--- config.mk ---
export PLATFORM = sky130hd
export DESIGN_NAME = track_sensor_gen
export DESIGN_NICKNAME = d
export VERILOG_FILES = /design/src/rtl/track_gen_pkg.sv /design/src/rtl/track_channel.sv /design/src/rtl/track_sensor_gen.sv
export SDC_FILE = /design/constraint.sdc
export NUM_CORES = 1
export LEC_CHECK = 0
export BUFFER_PORTS_ARGS = -buffer_cell sky130_fd_sc_hd__buf_2
export CORE_MARGIN = 2
export CORE_UTILIZATION = 50
export CTS_BUF_LIST = sky130_fd_sc_hd__clkbuf_2
export CTS_CLUSTER_DIAMETER = 150
export DETAILED_ROUTE_END_ITERATION = 16
export GPL_ROUTABILITY_DRIVEN = 0
export PLACE_DENSITY = 0.67
export SLEW_MARGIN = 20
export SYNTH_ARGS = -nofsm -noshare
export SYNTH_HDL_FRONTEND = slang
export SYNTH_SLANG_ARGS = --single-unit
export TNS_END_PERCENT = 20
--- constraint.sdc ---
create_clock -name clk -period 3.75 [get_ports clk]
set_clock_uncertainty 0.2 [all_clocks]
set_input_delay 0.375 -clock clk [delete_from_list [all_inputs] [get_ports clk]]
set_output_delay 0.375 -clock clk [all_outputs]
set_load 0.01 [all_outputs]
--- src/rtl/track_gen_pkg.sv ---
// Shared types and default constants for the track-side sensor emulator.
// Consumed by track_channel and track_sensor_gen.
package track_gen_pkg;

    typedef enum logic {
        IDLE = 1'b0,
        RUN  = 1'b1
    } chan_state_e;

    localparam int NUM_TRACKS  = 2;

    localparam int DEF_S1_DIST = 8;
    localparam int DEF_S2_DIST = 24;
    localparam int DEF_S3_DIST = 32;
    localparam int DEF_PULSE_W = 1;
    localparam int DEF_CNT_W   = 6;

endpackage

--- src/rtl/track_channel.sv ---
// One track: IDLE/RUN FSM, position counter, S1/S3 sensor flops and gate check.
// Gate check present only when TRACK_GEN_VIOLATION_EN is defined.
module track_channel
    import track_gen_pkg::*;
#(
    parameter int S1_DIST = DEF_S1_DIST,
    parameter int S2_DIST = DEF_S2_DIST,
    parameter int S3_DIST = DEF_S3_DIST,
    parameter int PULSE_W = DEF_PULSE_W,
    parameter int CNT_W   = DEF_CNT_W
) (
    input  logic        clk,
    input  logic        rst,
    input  logic        launch,
    input  logic        gate_is_closed,
    input  logic        violation_clr,
    output chan_state_e state,
    output logic        s1,
    output logic        s3,
    output logic        done,
    output logic        violation
);

    localparam logic [CNT_W-1:0] S1_LO    = CNT_W'(S1_DIST);
    localparam logic [CNT_W-1:0] S1_HI    = CNT_W'(S1_DIST + PULSE_W - 1);
    localparam logic [CNT_W-1:0] S2_POS   = CNT_W'(S2_DIST);
    localparam logic [CNT_W-1:0] S3_LO    = CNT_W'(S3_DIST);
    localparam logic [CNT_W-1:0] S3_HI    = CNT_W'(S3_DIST + PULSE_W - 1);
    localparam logic [CNT_W-1:0] LAST_POS = CNT_W'(S3_DIST + PULSE_W - 1);

    chan_state_e      state_nxt;
    logic [CNT_W-1:0] pos;
    logic [CNT_W-1:0] pos_nxt;
    logic             done_nxt;
    logic             s1_nxt;
    logic             s3_nxt;
    logic             run_nxt;

    // launch is a one-cycle request with no ready: it is taken only in IDLE
    // and silently dropped while a train is in flight (no queuing).
    always_comb begin
        state_nxt = state;
        pos_nxt   = pos;
        done_nxt  = 1'b0;
        case (state)
            IDLE: begin
                if (launch) begin
                    state_nxt = RUN;
                    pos_nxt   = '0;
                end
            end
            RUN: begin
                if (pos == LAST_POS) begin
                    state_nxt = IDLE;
                    pos_nxt   = '0;
                    done_nxt  = 1'b1;
                end else begin
                    pos_nxt = pos + 1'b1;
                end
            end
            default: begin
                state_nxt = IDLE;
                pos_nxt   = '0;
            end
        endcase

        // Sensor flops track the next position so they line up with pos.
        run_nxt = (state_nxt == RUN);
        s1_nxt  = run_nxt && (pos_nxt >= S1_LO) && (pos_nxt <= S1_HI);
        s3_nxt  = run_nxt && (pos_nxt >= S3_LO) && (pos_nxt <= S3_HI);
    end

    always_ff @(posedge clk) begin
        if (rst) begin
            state <= IDLE;
            pos   <= '0;
            done  <= 1'b0;
            s1    <= 1'b0;
            s3    <= 1'b0;
        end else begin
            state <= state_nxt;
            pos   <= pos_nxt;
            done  <= done_nxt;
            s1    <= s1_nxt;
            s3    <= s3_nxt;
        end
    end

`ifdef TRACK_GEN_VIOLATION_EN
    logic viol_set;

    assign viol_set = (state == RUN) && (pos == S2_POS) && !gate_is_closed;

    // A set on the same edge as a clear must win.
    always_ff @(posedge clk) begin
        if (rst) begin
            violation <= 1'b0;
        end else begin
            violation <= viol_set | (violation & ~violation_clr);
        end
    end
`else
    logic unused_gate_inputs;

    assign unused_gate_inputs = ^{gate_is_closed, violation_clr};
    assign violation          = 1'b0;
`endif

endmodule

--- src/rtl/track_sensor_gen.sv ---
// Two-track sensor emulator driving T1/T2 approach and exit sensors for the
// crossing controller. Gate check enabled by defining TRACK_GEN_VIOLATION_EN.
module track_sensor_gen
    import track_gen_pkg::*;
#(
    parameter int S1_DIST = DEF_S1_DIST,
    parameter int S2_DIST = DEF_S2_DIST,
    parameter int S3_DIST = DEF_S3_DIST,
    parameter int PULSE_W = DEF_PULSE_W,
    parameter int CNT_W   = DEF_CNT_W
) (
    input  logic                  clk,
    input  logic                  rst,
    input  logic [NUM_TRACKS-1:0] launch,
    input  logic                  gate_is_closed,
    input  logic                  violation_clr,
    output logic                  T1_S1,
    output logic                  T1_S3,
    output logic                  T2_S1,
    output logic                  T2_S3,
    output logic [NUM_TRACKS-1:0] busy,
    output logic [NUM_TRACKS-1:0] done,
    output logic [NUM_TRACKS-1:0] violation
);

    chan_state_e           ch_state [NUM_TRACKS];
    logic [NUM_TRACKS-1:0] s1;
    logic [NUM_TRACKS-1:0] s3;

    for (genvar i = 0; i < NUM_TRACKS; i++) begin : g_track
        track_channel #(
            .S1_DIST (S1_DIST),
            .S2_DIST (S2_DIST),
            .S3_DIST (S3_DIST),
            .PULSE_W (PULSE_W),
            .CNT_W   (CNT_W)
        ) u_channel (
            .clk            (clk),
            .rst            (rst),
            .launch         (launch[i]),
            .gate_is_closed (gate_is_closed),
            .violation_clr  (violation_clr),
            .state          (ch_state[i]),
            .s1             (s1[i]),
            .s3             (s3[i]),
            .done           (done[i]),
            .violation      (violation[i])
        );

        assign busy[i] = (ch_state[i] == RUN);
    end

    assign T1_S1 = s1[0];
    assign T1_S3 = s3[0];
    assign T2_S1 = s1[1];
    assign T2_S3 = s3[1];

endmodule
# Yosys cells after proc, flatten, opt, wreduce, memory -nomap -nowiden
# Index checks and enable logic that the tools add are counted.
[totals] ramBits=0 regBits=20 latchBits=0 out_inout_bits=10 mem_count=0 inputBits=6 romBits=0
[classes] mux=14 n_reduce_logical=10 multipliers=0 div_mod_pow=0 add_sub_neg=2 n_shift=0 n_bitwise=2 n_eq_ne=2 n_lt_le_gt_ge=8
[op_table] op="two-way mux 6 bit" n=4
[op_table] op="case mux 6 bit (2 select lines)" n=2
[op_table] op="adder 6 x 1 -> 6 bit, second input constant" n=2
[op_table] op="== test 6 bit, second input constant" n=2
[op_table] op="greater-or-equal comparator 6 x 4 -> 1 bit, second input constant" n=2
[op_table] op="greater-or-equal comparator 6 bit, second input constant" n=2
[op_table] op="less-or-equal comparator 6 x 4 -> 1 bit, second input constant" n=2
[op_table] op="less-or-equal comparator 6 bit, second input constant" n=2
[op_table] op="logical AND 1 bit" n=8
[op_table] op="two-way mux 1 bit" n=6
[op_table] op="case mux 1 bit (2 select lines)" n=2
[op_table] op="OR reduction 2 bit" n=2
[op_table] op="NOT 1 bit" n=2

# Depth between registers and ports, before layout
# Gate-level depths: netlist of the first run.
[depth] word_depth=6 depth_mapped=6

# Modules after synthesis
# From an unflattened synthesis of the first run, not the netlist that was laid out.
[hier_totals] hier_cells=124 hier_area_um2=1168.6
[modules_own_cells] module="track_channel" instances=2 seq_area_each_um2=200.2 area_per_inst_um2=584.3 cells_each=62

# Worst setup path before layout of the first run
# OpenSTA, ideal clock, no wires.
[synth_timing] path_kind="register to register" start="register g_track[0].u_channel.pos[0]" end="register g_track[0].u_channel.s3" synth_period_minus_slack_ns=1.711 setup_time_ns=0.080 arrival_ns=1.431 required_time_ns=3.470 path_slack_ns=2.039 path_stages_with_launch=7 path_cell_list="dfxtp_1 -> inv_1 -> ha_1 -> and2_1 -> a2111oi_2 -> o221ai_1 -> nor3b_1"
[synth_between] elab_chain_cells=6 word_cells_on_any_way=11 cone_classes="add/sub (1); order compare (2); eq/ne (1); mux (5); reduce/logical (2)"
[synth_rtl] element="start, declared" line="track_channel.sv:32" rtl="logic [CNT_W-1:0] pos;"
[synth_rtl] element="start signal, assigned" line="track_channel.sv:82" rtl="pos <= pos_nxt;"
[synth_rtl] element="adder 6 x 1 -> 6 bit or == test 6 bit (tied branches)" line="track_channel.sv:58, track_channel.sv:53"
[synth_rtl] element="two-way mux 6 bit" line="track_channel.sv:53" rtl="if (pos == LAST_POS) begin"
[synth_rtl] element="case mux 6 bit (2 select lines)" line="track_channel.sv:45" rtl="case (state)"
[synth_rtl] element="greater-or-equal comparator 6 bit" line="track_channel.sv:70" rtl="s3_nxt = run_nxt && (pos_nxt >= S3_LO) && (pos_nxt <= S3_HI);"
[synth_rtl] element="logical AND 1 bit" line="track_channel.sv:70"
[synth_rtl] element="logical AND 1 bit *" line="track_channel.sv:70"
[synth_rtl] element="end signal, assigned" line="track_channel.sv:85" rtl="s3 <= s3_nxt;"
[synth_rtl] element="end, declared" line="track_channel.sv:19" rtl="output logic s3,"
# Every way passes the cells marked *; elsewhere a longest branch is shown, timed or not.
# A chain may end at the register's enable or synchronous reset.

# Worst setup path in the final report of the first run
# Ends and elaborated chain as after synthesis.

==> results of run 1 <==
critical path, cell delays in order (launching register included):
cell and delay (ns):
dfxtp_1 0.44, inv_1 0.09, ha_1 0.21, and2_1 0.16, a2111oi_2 0.32, o221ai_1 0.22, nor3b_1 0.25
stage by stage:
| step | instances | area, µm² |
|---|---|---|
| floorplan | 132 | 1130 |
| global placement | 159 | 1140 |
| detailed placement | 159 | 1140 |
| CTS | 163 | 1160 |
| global route | 163 | 1160 |
| finish | 163 | 1160 |
synthesized netlist by cell type, types with 2 or more instances:
| library cell | instances | area [µm²] |
|---|---|---|
| o21a_1 | 2 | 15.0 |
| dfxtp_1 | 20 | 400 |
| or2_2 | 2 | 12.5 |
| ha_1 | 4 | 50.1 |
| clkbuf_1 | 2 | 7.51 |
| nor2_1 | 13 | 48.8 |
| buf_4 | 6 | 45.0 |
| nand2b_1 | 3 | 18.8 |
| a21oi_1 | 11 | 55.1 |
| nand2_1 | 6 | 22.5 |
| a211oi_1 | 3 | 22.5 |
| nand3b_1 | 2 | 15.0 |
| a31oi_1 | 4 | 25.0 |
| xnor2_1 | 2 | 17.5 |
| nand3_1 | 4 | 20.0 |
| and2_1 | 2 | 12.5 |
| inv_1 | 7 | 26.3 |
| a22oi_1 | 4 | 30.0 |
| nor2b_1 | 3 | 18.8 |
| nor4_1 | 3 | 18.8 |
| mux2i_1 | 2 | 20.0 |
| o21ai_0 | 2 | 10.0 |
| buf_2 | 2 | 10.0 |
final cells by class:
cell class	count	area, µm²
inverter	7	26.3
sequential	20	400
clock buffer	3	15.0
timing repair buffer	11	55.1
multi-input combinational	93	623
fill	222	1010
clock inverter	1	3.75
tap	28	35.0
metal layers:
metal / track usage [%] / up-vias / part of all wire, %
met5: 0 / - / 0
met4: 7.89 / 0 / 0.77
met3: 3.51 / 2 / 2.2
met2: 33.1 / 8 / 53
met1: 18.8 / 450 / 44
li1: - / 477 / -
flip-flops by register name, summed over array words and instances, names as in the netlist:
name / cells
g_track.u_channel.s3: 2
g_track.u_channel.done: 2
g_track.u_channel.s1: 2
g_track.u_channel.pos: 12
g_track.u_channel.state: 2
power groups by stage:
stage                clock, W  sequential [W]  combinational [W]
floorplan                   0        0.000225          0.0000341
global placement            0        0.000229          0.0000350
detailed placement          0        0.000229          0.0000360
CTS                 0.0000911        0.000224          0.0000360
global route         0.000100        0.000226          0.0000405
finish              0.0000855        0.000224          0.0000357
kinds of logic (layout without fill, tap and decap cells):
| kind of cell | Yosys count | after routing | synth area share [%] |
|---|---|---|---|
| flip-flops | 20 | 20 | 35.6 |
| multiplexers | 2 | 2 | 1.78 |
| AO/OA/AOI/OAI | 35 | 35 | 21.8 |
| AND/OR/NAND/NOR | 48 | 48 | 25.2 |
| buffers and inverters | 19 | 22 | 9.24 |
| XOR/XNOR | 2 | 2 | 1.56 |
| adder cells (fa/ha/maj) | 4 | 4 | 4.45 |
| other | 1 | 2 | 0.334 |
worst paths after layout:
check | cells past startpoint | slack [ns] | endpoint | from
worst max-delay path | 6 | 1.77 | g_track[0].u_channel.s3$_SDFF_PP0_ | g_track[0].u_channel.pos[0]$_SDFF_PP0_
worst min-delay path | 4 | 0.17 | g_track[1].u_channel.pos[2]$_SDFF_PP0_ | launch[1]
worst max register to register | 6 | 1.77 | g_track[0].u_channel.s3$_SDFF_PP0_ | g_track[0].u_channel.pos[0]$_SDFF_PP0_
worst min register to register | 2 | 0.36 | g_track[1].u_channel.pos[5]$_SDFF_PP0_ | g_track[1].u_channel.pos[5]$_SDFF_PP0_
==> flow_metrics.tcl, run 1 <==
set metrics [dict create \
    max_cap_violations 0 \
    syn_to_final_growth_pct 3.12 \
    post_synth_num_cell_types 45 \
    placement.setup.worst_slack_ns 1.79 \
    cts.hold.buffers_added 0 \
    routed_via_density 5.75 \
    synth_warnings 0 \
    grt_start_max_net_pins 19 \
    fin_hold_ws_ns 0.174 \
    port_buffers 11 \
    cp_data_required_time_ns 3.77 \
    synthesis.area_per_instance_um2 8.58 \
    fmaxAchievable_ghz 0.506 \
    setup.worst_path.start_class "flip-flop" \
    cts_buffers 3 \
    count_of_pins_on_the_block_boundary 16 \
    switching_share_pct 26.7 \
    design.die.area_mm2 0.00264 \
    crit_fanout 4 \
    final.min_clock_period_ns 1.98 \
    worst_hold_path_type "in -> reg" \
    drt_wl_total_um 2090 \
    core_area_mm2 0.00217 \
    htree_num_levels 1 \
    grt_pass1_wl_um 3490 \
    worst_slew_margin_rel_pct 62.4 \
    detailroute.via_count 937 \
    mostFrequentLayoutCells "dfxtp_1, nor2_1, a21oi_1, buf_2, inv_1" \
    core.rowCount 17 \
    power.share.combinational_pct 10.3 \
    hpwl_um 1580 \
    setup_total_negative_slack_ns 0 \
    detail_route.wl_per_cell_um 12.8 \
    finalNetCount 146 \
    post_route_cells_drive_above_1_share_pct 17.8 \
    clock_tree_from_tritoncts "yes" \
    numClockSinks 20 \
    initial_antenna_violation_count 0 \
    synth_cells 131 \
    timing.critical_path.to_type "flip-flop" \
    clkLatencyLatePin_ns 0.30 \
    critical_path_class "reg -> reg" \
    cts.repair.resized 0 \
    die_outline_height_um 51.4 \
    setup_slack_ns 1.77 \
    timing_worst_slew_pin_value_ns 0.563 \
    clock_tree.buffer_depth 2 \
    post_synth_instance_area_mm2 0.00112 \
    globalRouteOverflowTotal 0 \
    synth_edf_count 0 \
    ys_ff_latch 20 \
    finalPower_w 0.000346 \
    ctsRootBufferMaster "clkbuf_2" \
    groute.usage.overall_pct 17.7 \
    post-route-period-util_pct 52.7 \
    p_leak_nw 0.435 \
    final-max-slew-violation-count 0 \
    clock_power_share_pct 24.7 \
    num_antenna_cells 0 \
    power_switching_w 0.0000923 \
    dieWidth_um 51.4 \
    peakVddDrop_mv 0.181 \
    clk_transition_reported_paths_ns 0.18 \
    setup_viol_count_final 0 \
    async_reset_ff_share_pct 0 \
    floorplan.initialDensity_pct 51.8 \
    synth_sequential_area_ratio_pct 35.6 \
    layout_commonest_cell "dfxtp_1" \
    postSynth.topFlopCell "dfxtp_1" \
    drt_iter0_markers 11 \
    seq_power_share_pct 64.9 \
    timing_hold_violations_final 0 \
    post-cts-setup-buffers 0 \
    pwr_density_cell_mw_per_mm2 298 \
    layout.core_utilization_pct 53.4 \
    drc 0 \
    detail-route-antenna-nets 0 \
    unrepaired_setup_endpoints_after_global_routing "false" \
    cell_internal_pwr_w 0.000253 \
    outcome "finished clean" \
    drt_pass1_iterations 4 \
    vias_in_the_first_global_route 851 \
    timing.critical_path.arrival_ns 2.00 \
]
No activity file was read; power rests on OpenSTA's default activity.
==> run 2, diff against run 1 <==
ABC_AREA = 1   (was default)
clock period = 1.87 ns   (was 3.75 ns; I/O delays follow)
==> run 2 against run 1 <==
Sequential cell count unchanged. Critical path depth increased by 2. Sequential power rose by 100%. Critical path type unchanged. Critical endpoint unchanged. Largest cell class unchanged.
==> flow_metrics.tcl, run 2 <==
set metrics [dict create \
    routed_via_density 4.71 \
    drt_wl_total_um 1950 \
    setup_viol_count_final 0 \
    timing.critical_path.to_type "flip-flop" \
    setup.worst_path.start_class "flip-flop" \
    post-route-period-util_pct 87.7 \
    grt_pass1_wl_um 3510 \
    timing.critical_path.buf_inv 1 \
    hpwl_um 1530 \
    synth_sequential_area_ratio_pct 36.6 \
    clkLatencyLatePin_ns 0.32 \
    max_cap_violations 0 \
    core_area_mm2 0.00202 \
    wl_met2_um 835 \
    post_synth_num_cell_types 21 \
    met1Wirelength_um 987 \
    timing.critical_path.arrival_ns 1.72 \
    unrepaired_setup_endpoints_after_global_routing "false" \
    post-cts-setup-buffers 0 \
    pwr_density_cell_mw_per_mm2 688 \
    drc 0 \
    detailroute.via_count 961 \
    worst_hold_path_type "reg -> reg" \
    final.min_clock_period_ns 1.64 \
    numClockSinks 20 \
    vias_in_the_first_global_route 816 \
    fill_cells 202 \
    setup_total_negative_slack_ns 0 \
    die_outline_height_um 50.8 \
    fmaxAchievable_ghz 0.610 \
    critical_path.max_stage_delay_ns 0.45 \
    synth_edf_count 0 \
    dieWidth_um 50.8 \
    num_antenna_cells 0 \
    design.die.area_mm2 0.00258 \
    synth_warnings 0 \
    synth_top_area_share_pct 36.6 \
    critical_path_class "reg -> reg" \
    finalNetCount 188 \
    crit_fanout 5 \
    count_of_pins_on_the_block_boundary 16 \
    critical-path-top-cell-by-count "nand3_1" \
    p_leak_nw 0.619 \
    post_synth_instance_area_mm2 0.00109 \
    peakVddDrop_mv 0.791 \
    timing_hold_violations_final 0 \
    route.met3.wl_um 117 \
    clk_transition_reported_paths_ns 0.18 \
    core.rowCount 16 \
    outcome "finished clean" \
    drt_iter0_markers 15 \
    cp_data_required_time_ns 1.95 \
    synth.top_cells.by_area "dfxtp_1, nand2_1, nor2_1, inv_1, nand3_1" \
    drt_pass1_iterations 4 \
    floorplan.initialDensity_pct 54.1 \
    ctsRootBufferMaster "clkbuf_2" \
    most_frequent_cell_after_synthesis "nand2_1" \
    largest_register_ff_count 12 \
    globalRouteOverflowTotal 0 \
    synth_top_cells_by_count "nand2_1, nor2_1, inv_1" \
    final-max-slew-violation-count 0 \
    clock_tree_from_tritoncts "yes" \
    synth_cells 165 \
    mostFrequentLayoutCells "nand2_1, nor2_1, inv_1, dfxtp_1, nand3_1" \
    top_signal_layer_used "met4" \
    clock_tree.buffer_depth 2 \
    htree_num_levels 1 \
    post_route_cells_drive_above_1_share_pct 14.7 \
    layout.core_utilization_pct 60.1 \
    async_reset_ff_share_pct 0 \
    grt_start_max_net_pins 16 \
    top_register "g_track.u_channel.pos" \
    series_of_cell_instances_along_the_critical_path "inv_1 -> ha_1 -> nand2_1 -> a21boi_2 -> nand3_1 -> nor2_2 -> nand3_1 -> nor2_1" \
    worst_path_dominant_cell_family "simple AND/OR/NAND/NOR gates" \
    layout_commonest_cell "nand2_1" \
    detail_route.wl_per_cell_um 9.56 \
    synthesis.area_per_instance_um2 6.63 \
    ys_ff_latch 20 \
    groute.usage.overall_pct 18.1 \
    postSynth.topFlopCell "dfxtp_1" \
    cts_buffers 3 \
    library_cell_with_the_largest_summed_area_after_synthesis "dfxtp_1" \
    initial_antenna_violation_count 0 \
    detail-route-antenna-nets 0 \
    critPathSlowestCell "dfxtp_1" \
    port_buffers 11 \
    syn_to_final_growth_pct 11.1 \
    fin_hold_ws_ns 0.346 \
]
## run 2: cell count changes in the layout (fill, tap and decap cells not counted), moves of 3 or more
cell,delta
nor2b_1,-3
a211oi_1,-3
a22oi_1,-4
nor2_2,+4
nand4_1,+4
inv_1,+17
dlygate4sd3_1,+3
nor4_1,-3
a31oi_1,-4
a21oi_1,-5
nand2_1,+34
nand3_1,+13
nand2b_1,-3
nor2_1,+13
## run 2: cell type report
type | count | area, µm² | share of cell area (%)
Multi-Input combinational cell | 112 | 546 | 44.9
Inverter | 26 | 97.6 | 8.03
Tap cell | 27 | 33.8 | 2.78
Clock inverter | 1 | 30.0 | 2.47
Timing Repair Buffer | 15 | 92.6 | 7.62
Clock buffer | 3 | 15.0 | 1.24
Sequential cell | 20 | 400 | 33.0
## run 2: logic make-up (layout without fill, tap and decap cells)
family                   Yosys count  count (layout)  synth area share, %
AND/OR/NAND/NOR                   95              95                 38.1
buffers and inverters             34              45                 13.8
flip-flops                        20              20                 36.6
AO/OA/AOI/OAI                      9               9                 4.92
adder cells (fa/ha/maj)            4               4                 4.58
XOR/XNOR                           2               2                 1.60
other                              1               2                0.343
## run 2: metal layers
metal,track usage [%],vias up
met5,0,-
met4,4.05,0
met3,6.25,2
met2,27.0,22
met1,25.1,412
li1,-,525
## run 2: metrics by stage
step                cells  setup WS, ns  power, W  instance area [µm²]
detailed placement    197         0.257  0.000524                 1140
CTS                   204         0.215  0.000845                 1210
global route          204        0.0797  0.000879                 1210
global placement      197         0.297  0.000523                 1140
finish                204         0.230  0.000836                 1210
floorplan             166         0.329  0.000509                 1100
## run 2: final timing paths
path / cells past startpoint / endpoint / slack (ns) / from
hold reg to reg: 2 / g_track[0].u_channel.pos[4]$_SDFF_PP0_ / 0.35 / g_track[0].u_channel.pos[4]$_SDFF_PP0_
setup reg to reg: 8 / g_track[0].u_channel.s3$_SDFF_PP0_ / 0.23 / g_track[0].u_channel.pos[1]$_SDFF_PP0_
hold / removal: 2 / g_track[0].u_channel.pos[4]$_SDFF_PP0_ / 0.35 / g_track[0].u_channel.pos[4]$_SDFF_PP0_
setup / recovery: 8 / g_track[0].u_channel.s3$_SDFF_PP0_ / 0.23 / g_track[0].u_channel.pos[1]$_SDFF_PP0_
## run 2: worst reg2reg max path: stages, from the launching register on
cell,delay [ns]
dfxtp_1,0.45
inv_1,0.07
ha_1,0.26
nand2_1,0.06
a21boi_2,0.17
nand3_1,0.12
nor2_2,0.11
nand3_1,0.09
nor2_1,0.08
## run 2: what timing repair did
item                      4_1_cts  5_1_grt
hold endpoints to repair        6        0
hold buffers                    3        0
resized for setup               0        0
## run 2: report_power, final
| part | switching, W | total (W) | internal, W |
|---|---|---|---|
| Clock | 0.000131 | 0.000316 | 0.000185 |
| Sequential | 0.0000128 | 0.000447 | 0.000434 |
| Combinational | 0.0000449 | 0.0000733 | 0.0000284 |
